**src/rtl/mult_pkg.sv**
```systemverilog
// Shared definitions for the sequential shift-add multiplier: FSM states
// and the overflow rule used by the datapath.
package mult_pkg;

    typedef enum logic [1:0] {
        IDLE = 2'd0,
        BUSY = 2'd1,
        DONE = 2'd2
    } mult_state_t;

    // Overflow of a 2*width-bit product reduced to width bits.
    // Unsigned: any bit above the low width bits is set.
    // Signed: bits [2w-1:w-1] are not a pure sign extension.
    function automatic logic calc_overflow(input logic [63:0] p,
                                           input int          width,
                                           input logic        signed_mode);
        logic ovf;
        logic msb;
        ovf = 1'b0;
        msb = p[6'(2 * width - 1)];
        for (int i = 0; i < 64; i++) begin
            if (signed_mode) begin
                if (i >= width - 1 && i < 2 * width && p[i[5:0]] != msb)
                    ovf = 1'b1;
            end else begin
                if (i >= width && i < 2 * width && p[i[5:0]])
                    ovf = 1'b1;
            end
        end
        return ovf;
    endfunction

endpackage

```
**src/rtl/seq_multiplier.sv**
```systemverilog
// Sequential radix-2 shift-add multiplier with valid/ready handshakes.
// Operands are reduced to magnitudes on accept, multiplied unsigned over
// WIDTH steps, and the sign is reapplied on the final step.
module seq_multiplier
    import mult_pkg::*;
#(
    parameter int WIDTH = 5
) (
    input  logic                 clk,
    input  logic                 rst,
    input  logic                 in_valid,
    output logic                 in_ready,
    input  logic [WIDTH-1:0]     a,
    input  logic [WIDTH-1:0]     b,
    input  logic                 signed_mode,
    output logic                 out_valid,
    input  logic                 out_ready,
    output logic [2*WIDTH-1:0]   prod,
    output logic [WIDTH-1:0]     out,
    output logic                 overflow
);

    localparam int CNT_W = $clog2(WIDTH);
    localparam logic [CNT_W-1:0] LAST_STEP = CNT_W'(WIDTH - 1);
    localparam logic [WIDTH-1:0] ONE_W = WIDTH'(1);
    localparam logic [2*WIDTH-1:0] ONE_2W = (2 * WIDTH)'(1);

    mult_state_t          state;
    logic [2*WIDTH-1:0]   mcand;
    logic [WIDTH-1:0]     mplier;
    logic [2*WIDTH-1:0]   acc;
    logic [CNT_W-1:0]     cnt;
    logic                 neg;
    logic                 mode_q;

    logic [WIDTH-1:0]     a_mag;
    logic [WIDTH-1:0]     b_mag;
    logic [2*WIDTH-1:0]   acc_sum;
    logic [2*WIDTH-1:0]   result;

    // Operand magnitudes, the current partial sum and the sign-corrected product.
    always_comb begin
        a_mag   = (signed_mode && a[WIDTH-1]) ? (~a + ONE_W) : a;
        b_mag   = (signed_mode && b[WIDTH-1]) ? (~b + ONE_W) : b;
        acc_sum = mplier[0] ? (acc + mcand) : acc;
        result  = neg ? (~acc_sum + ONE_2W) : acc_sum;
    end

    // Handshake flags and the truncated result are decoded from registers only.
    assign in_ready  = (state == IDLE);
    assign out_valid = (state == DONE);
    assign out       = prod[WIDTH-1:0];

    // Control FSM and datapath registers: accept, WIDTH shift-add steps, hold result.
    always_ff @(posedge clk or posedge rst) begin
        if (rst) begin
            state    <= IDLE;
            mcand    <= '0;
            mplier   <= '0;
            acc      <= '0;
            cnt      <= '0;
            neg      <= 1'b0;
            mode_q   <= 1'b0;
            prod     <= '0;
            overflow <= 1'b0;
        end else begin
            case (state)
                IDLE: begin
                    if (in_valid) begin
                        mcand  <= {{WIDTH{1'b0}}, a_mag};
                        mplier <= b_mag;
                        neg    <= signed_mode & (a[WIDTH-1] ^ b[WIDTH-1]);
                        mode_q <= signed_mode;
                        acc    <= '0;
                        cnt    <= '0;
                        state  <= BUSY;
                    end
                end
                BUSY: begin
                    acc    <= acc_sum;
                    mcand  <= mcand << 1;
                    mplier <= mplier >> 1;
                    cnt    <= cnt + 1'b1;
                    if (cnt == LAST_STEP) begin
                        prod     <= result;
                        overflow <= calc_overflow(64'(result), WIDTH, mode_q);
                        cnt      <= '0;
                        state    <= DONE;
                    end
                end
                DONE: begin
                    if (out_ready)
                        state <= IDLE;
                end
                default: state <= IDLE;
            endcase
        end
    end

endmodule

```
**config.mk**
```make
export PLATFORM = sky130hd
export DESIGN_NAME = seq_multiplier
export DESIGN_NICKNAME = d
export VERILOG_FILES = /design/src/rtl/mult_pkg.sv /design/src/rtl/seq_multiplier.sv
export SDC_FILE = /design/constraint.sdc
export NUM_CORES = 1
export LEC_CHECK = 0
export ABC_CLOCK_PERIOD_IN_PS = 7700
export BUFFER_PORTS_ARGS = -buffer_cell sky130_fd_sc_hd__buf_4
export CELL_PAD_IN_SITES_DETAIL_PLACEMENT = 2
export CELL_PAD_IN_SITES_GLOBAL_PLACEMENT = 2
export CORE_ASPECT_RATIO = 1.25
export CORE_MARGIN = 2
export CORE_UTILIZATION = 30
export DETAILED_ROUTE_END_ITERATION = 10
export GPL_ROUTABILITY_DRIVEN = 0
export MAX_ROUTING_LAYER = met4
export PLACE_DENSITY = 0.73
export SLEW_MARGIN = 20
export SYNTH_ARGS = -nofsm -noshare
export SYNTH_HDL_FRONTEND = slang
export SYNTH_SLANG_ARGS = --single-unit
```
**constraint.sdc**
```tcl
create_clock -name clk -period 7.7 [get_ports clk]
set_input_delay 0.77 -clock clk [delete_from_list [all_inputs] [get_ports clk]]
set_output_delay 0.77 -clock clk [all_outputs]
set_load 0.05 [all_outputs]
```
==> impl_table.tex <==
\begin{tabular}{lr}
\hline
Metric & Value \\
\hline
\multicolumn{2}{l}{\textbf{Run status}} \\
Run status & finished, final reports clean \\
\multicolumn{2}{l}{\textbf{Die}} \\
Core Box Area & 0.00917 mm² \\
Total number of placement rows & 39 \\
Die area & 0.0102 mm² \\
Die Y & 113 µm \\
I/O pin total & 33 \\
Horizontal extent of the die & 90.9 µm \\
Initial Utilization & 0.308 \\
\multicolumn{2}{l}{\textbf{Clock network}} \\
CTS tree & yes \\
Number of clock buffers inserted by TritonCTS & 5 \\
Clock-pin transition on the worst setup and hold timing paths & 0.07 ns \\
Hold buffers post-CTS & 0 \\
Clock insertion delay at the later pin of the skew report & 0.29 ns \\
Cell at the root of the clock tree & clkbuf\_16 \\
Setup repair bufs after CTS & 0 \\
Number of clock sinks & 43 \\
H-tree lvl count & 2 \\
Post-CTS Resized & 0 \\
Maximum clock insertion buffer count & 2 \\
\multicolumn{2}{l}{\textbf{Logic synthesis}} \\
Total of flip-flops plus latches after synthesis & 43 \\
Async S/R FF share, synth & 1.00 \\
Part of the Yosys area used for sequential elements & 0.380 \\
Leading cell types by total area after synthesis & dfrtp\_1 38\%, nand2\_1 7.7\%, o21ai\_0 6.7\% \\
Mapped Cells & 330 \\
Prevailing post-synth register cell & dfrtp\_1 \\
Proportion of netlist area held by the largest area contributor & 0.380 \\
Number of enable-type register cells in the synthesized netlist & 0 \\
Synthesized area divided by synthesized cell count & 8.57 µm² \\
Mapped Nets & 360 \\
Cell area after synthesis & 0.00283 mm² \\
Count of warnings emitted by yosys & 0 \\
Biggest area consumer among synthesized cells & dfrtp\_1 \\
Distinct cells, synth & 57 \\
\multicolumn{2}{l}{\textbf{Run}} \\
\# Max-Cap Violations & 0 \\
\multicolumn{2}{l}{\textbf{STA}} \\
Final worst-path setup slack & 4.35 ns \\
\# setup viols final & 0 \\
Max Freq & 299 MHz \\
Transition at the pin with the smallest max-transition slack & 1.07 ns \\
Total negative slack for setup checks & 0 ns \\
Number of failing hold endpoints at the final stage & 0 \\
Share of the clock period used by the worst path after layout & 0.435 \\
Setup repair after global routing missed its margin & false \\
Minimum clock period & 3.35 ns \\
Final count of pins violating max slew & 0 \\
Clock tree skew after final layout & 0.00811 ns \\
Relative slew margins & 0.282 \\
\multicolumn{2}{l}{\textbf{Cells and area}} \\
Area overhead of the layout relative to synthesis & 16.7\% \\
Final Util & 0.360 \\
Number of nets in the final layout & 381 \\
Fill count & 1,084 \\
Fraction of layout cells with a size suffix above 1 & 0.142 \\
Register area & 0.00108 mm² \\
Multi-input gate area in the final layout & 0.00160 mm² \\
Total inserted antenna cells & 0 \\
\multicolumn{2}{l}{\textbf{Global routing}} \\
Leftover overflow at the end of global routing & 0 \\
Largest net degree at the start of global routing & 44 \\
Global-route wire length before repair & 14.6 mm \\
Antenna violations before repair & 0 \\
Vias in the first global route & 2,857 \\
GRT Total Usage & 0.185 \\
\multicolumn{2}{l}{\textbf{Power and ir drop}} \\
Worst vdd ir & 0.267 mV \\
Switching share of power & 0.513 \\
Leak & 1.47 nW \\
Internal portion of total power & 0.000850 W \\
Proportion of power drawn by the clock network & 0.143 \\
Switching pwr & 0.000896 W \\
Power per cell area & 529 mW/mm² \\
Proportion of power drawn by flip-flops and latches & 0.246 \\
Combinational fraction of design power & 0.611 \\
\multicolumn{2}{l}{\textbf{Critical path}} \\
Worst EP arrival & 3.52 ns \\
Critical path type & flop to flop \\
Endpoint of the most critical register-to-register path & overflow \\
Maximum fanout encountered on the critical timing path & 4 \\
Crit start category & flop \\
Worst EP required & 7.87 ns \\
Cell-by-cell listing of the critical path & ha\_1, fa\_1, a211oi\_2, o21bai\_1, a221o\_1, a2111o\_1, a22oi\_2, xnor3\_1, o41ai\_2, a21oi\_1 \\
R2R setup slack & 4.35 ns \\
Longest individual stage delay on the worst path & 0.42 ns \\
Startpoint of the worst register-to-register path & mcand[0] \\
Standard cell with the maximum stage delay on the critical path & fa\_1 \\
Count of buffer and inverter cells on the critical path & 0 \\
Critical path capture point type & flop \\
Cell family with most CP delay & compound AO/OA/AOI/OAI gates \\
Worst reg-to-reg path cell count & 10 \\
\multicolumn{2}{l}{\textbf{Detailed routing}} \\
Detailed Routing Iterations Pass 1 & 4 \\
Vias per inst & 5.36 \\
Violation count after the first detailed-route iteration & 133 \\
Antenna Nets Post-Route & 0 \\
Vias post-DR & 2,548 \\
Remaining routing DRC violations & 0 \\
Detailed-route wire length per cell & 18.0 µm \\
Final routed wirelength across all metal layers & 8.57 mm \\
\multicolumn{2}{l}{\textbf{Hold path}} \\
Number of instances on the worst hold path & 2 \\
Worst hold path startpoint & prod[7] \\
Min-Delay Endpoint & prod[7] \\
Min-Delay Path Class & flop to flop \\
\multicolumn{2}{l}{\textbf{Place}} \\
Post-DP HPWL & 6.27 mm \\
Number of I/O port buffers & 32 \\
Pre-CTS worst setup slack & 4.37 ns \\
\hline
\end{tabular}
cell usage after synthesis (3+ instances only):
cell type,instances
dfrtp_1,43
buf_4,6
o21ai_0,38
inv_1,12
xor2_1,6
clkbuf_1,13
o31ai_1,3
a211oi_1,4
a21oi_1,14
nand3_1,18
nor2_1,18
nand2_1,58
nand2b_1,5
nor3_1,5
o31a_1,3
ha_1,14
xnor2_1,9
mux2i_1,4
a22oi_1,6
registers in the layout, indices dropped and copies added (netlist names):
name / flops
acc: 10
mcand: 10
prod: 10
mplier: 5
cnt: 3
state: 2
mode_q: 1
neg: 1
overflow: 1
routing by layer:
layer / up-vias / share of wire / global-route usage
li1: 1222 / - / -
met1: 1278 / 0.45 / 0.222
met2: 39 / 0.52 / 0.327
met3: 9 / 0.020 / 0.0255
met4: 0 / 0.014 / 0.0475
met5: - / 0 / -
power by group through the flow:
stage / logic (W) / registers, W / clock network [W]
after floorplan: 0.000742 / 0.000472 / 0
after global placement: 0.00103 / 0.000428 / 0
after detailed placement: 0.00106 / 0.000436 / 0
after CTS: 0.00108 / 0.000432 / 0.000255
after global routing: 0.00118 / 0.000450 / 0.000264
final: 0.00107 / 0.000430 / 0.000249
cell families after synthesis:
logic type	after synthesis	share of synthesized area
buffers and inverters	32	0.0531
and+or+nand+nor	124	0.204
muxes	5	0.0181
AOI/OAI and AO/OA	95	0.221
adders and majority gates	15	0.0690
DFF	43	0.380
xor gates and xnor gates	16	0.0544
area by class of cell:
| cell class | instances | share of cell area |
|---|---|---|
| flip-flops and latches | 43 | 0.326 |
| multi-input cells | 255 | 0.485 |
| clock buffers | 5 | 0.0379 |
| repair buffers | 34 | 0.0773 |
| well taps | 123 | 0.0466 |
| inverters | 12 | 0.0136 |
| clock inverters | 3 | 0.0133 |
cell usage in the layout, fill, tap and decap left out, types with 9 or more instances in the layout:
cell,n
inv_1,11
ha_1,14
dfrtp_1,43
buf_4,34
o21ai_0,38
nor2_1,18
nand3_1,18
a21oi_1,14
nand2_1,58
xnor2_1,9
worst min-delay path: stages (launching register included):
cell	delay, ns
dfrtp_1	0.34
nand2_1	0.05
o21ai_0	0.06
worst max path at each step:
stage                     depth (start not counted)  slack, ns     start  endpoint
after floorplan                                  10       4.65  mcand[0]  overflow
after CTS                                        10       4.35  mcand[0]  overflow
after detailed placement                         10       4.37  mcand[0]  overflow
final                                            10       4.35  mcand[0]  overflow
after global placement                           10       4.48  mcand[0]  overflow
after global routing                             10       4.19  mcand[0]  overflow
through the flow:
| step | hold slack, ns | power (W) | instances | instance area (µm²) |
|---|---|---|---|---|
| after global routing | 0.528 | 0.00190 | 475 | 3300 |
| final | 0.481 | 0.00175 | 475 | 3300 |
| after global placement | 0.464 | 0.00146 | 467 | 3130 |
| after CTS | 0.488 | 0.00176 | 475 | 3300 |
| after detailed placement | 0.472 | 0.00150 | 467 | 3130 |
| after floorplan | 0.452 | 0.00121 | 330 | 2830 |
Note: power is estimated with default switching activity, not from simulation.
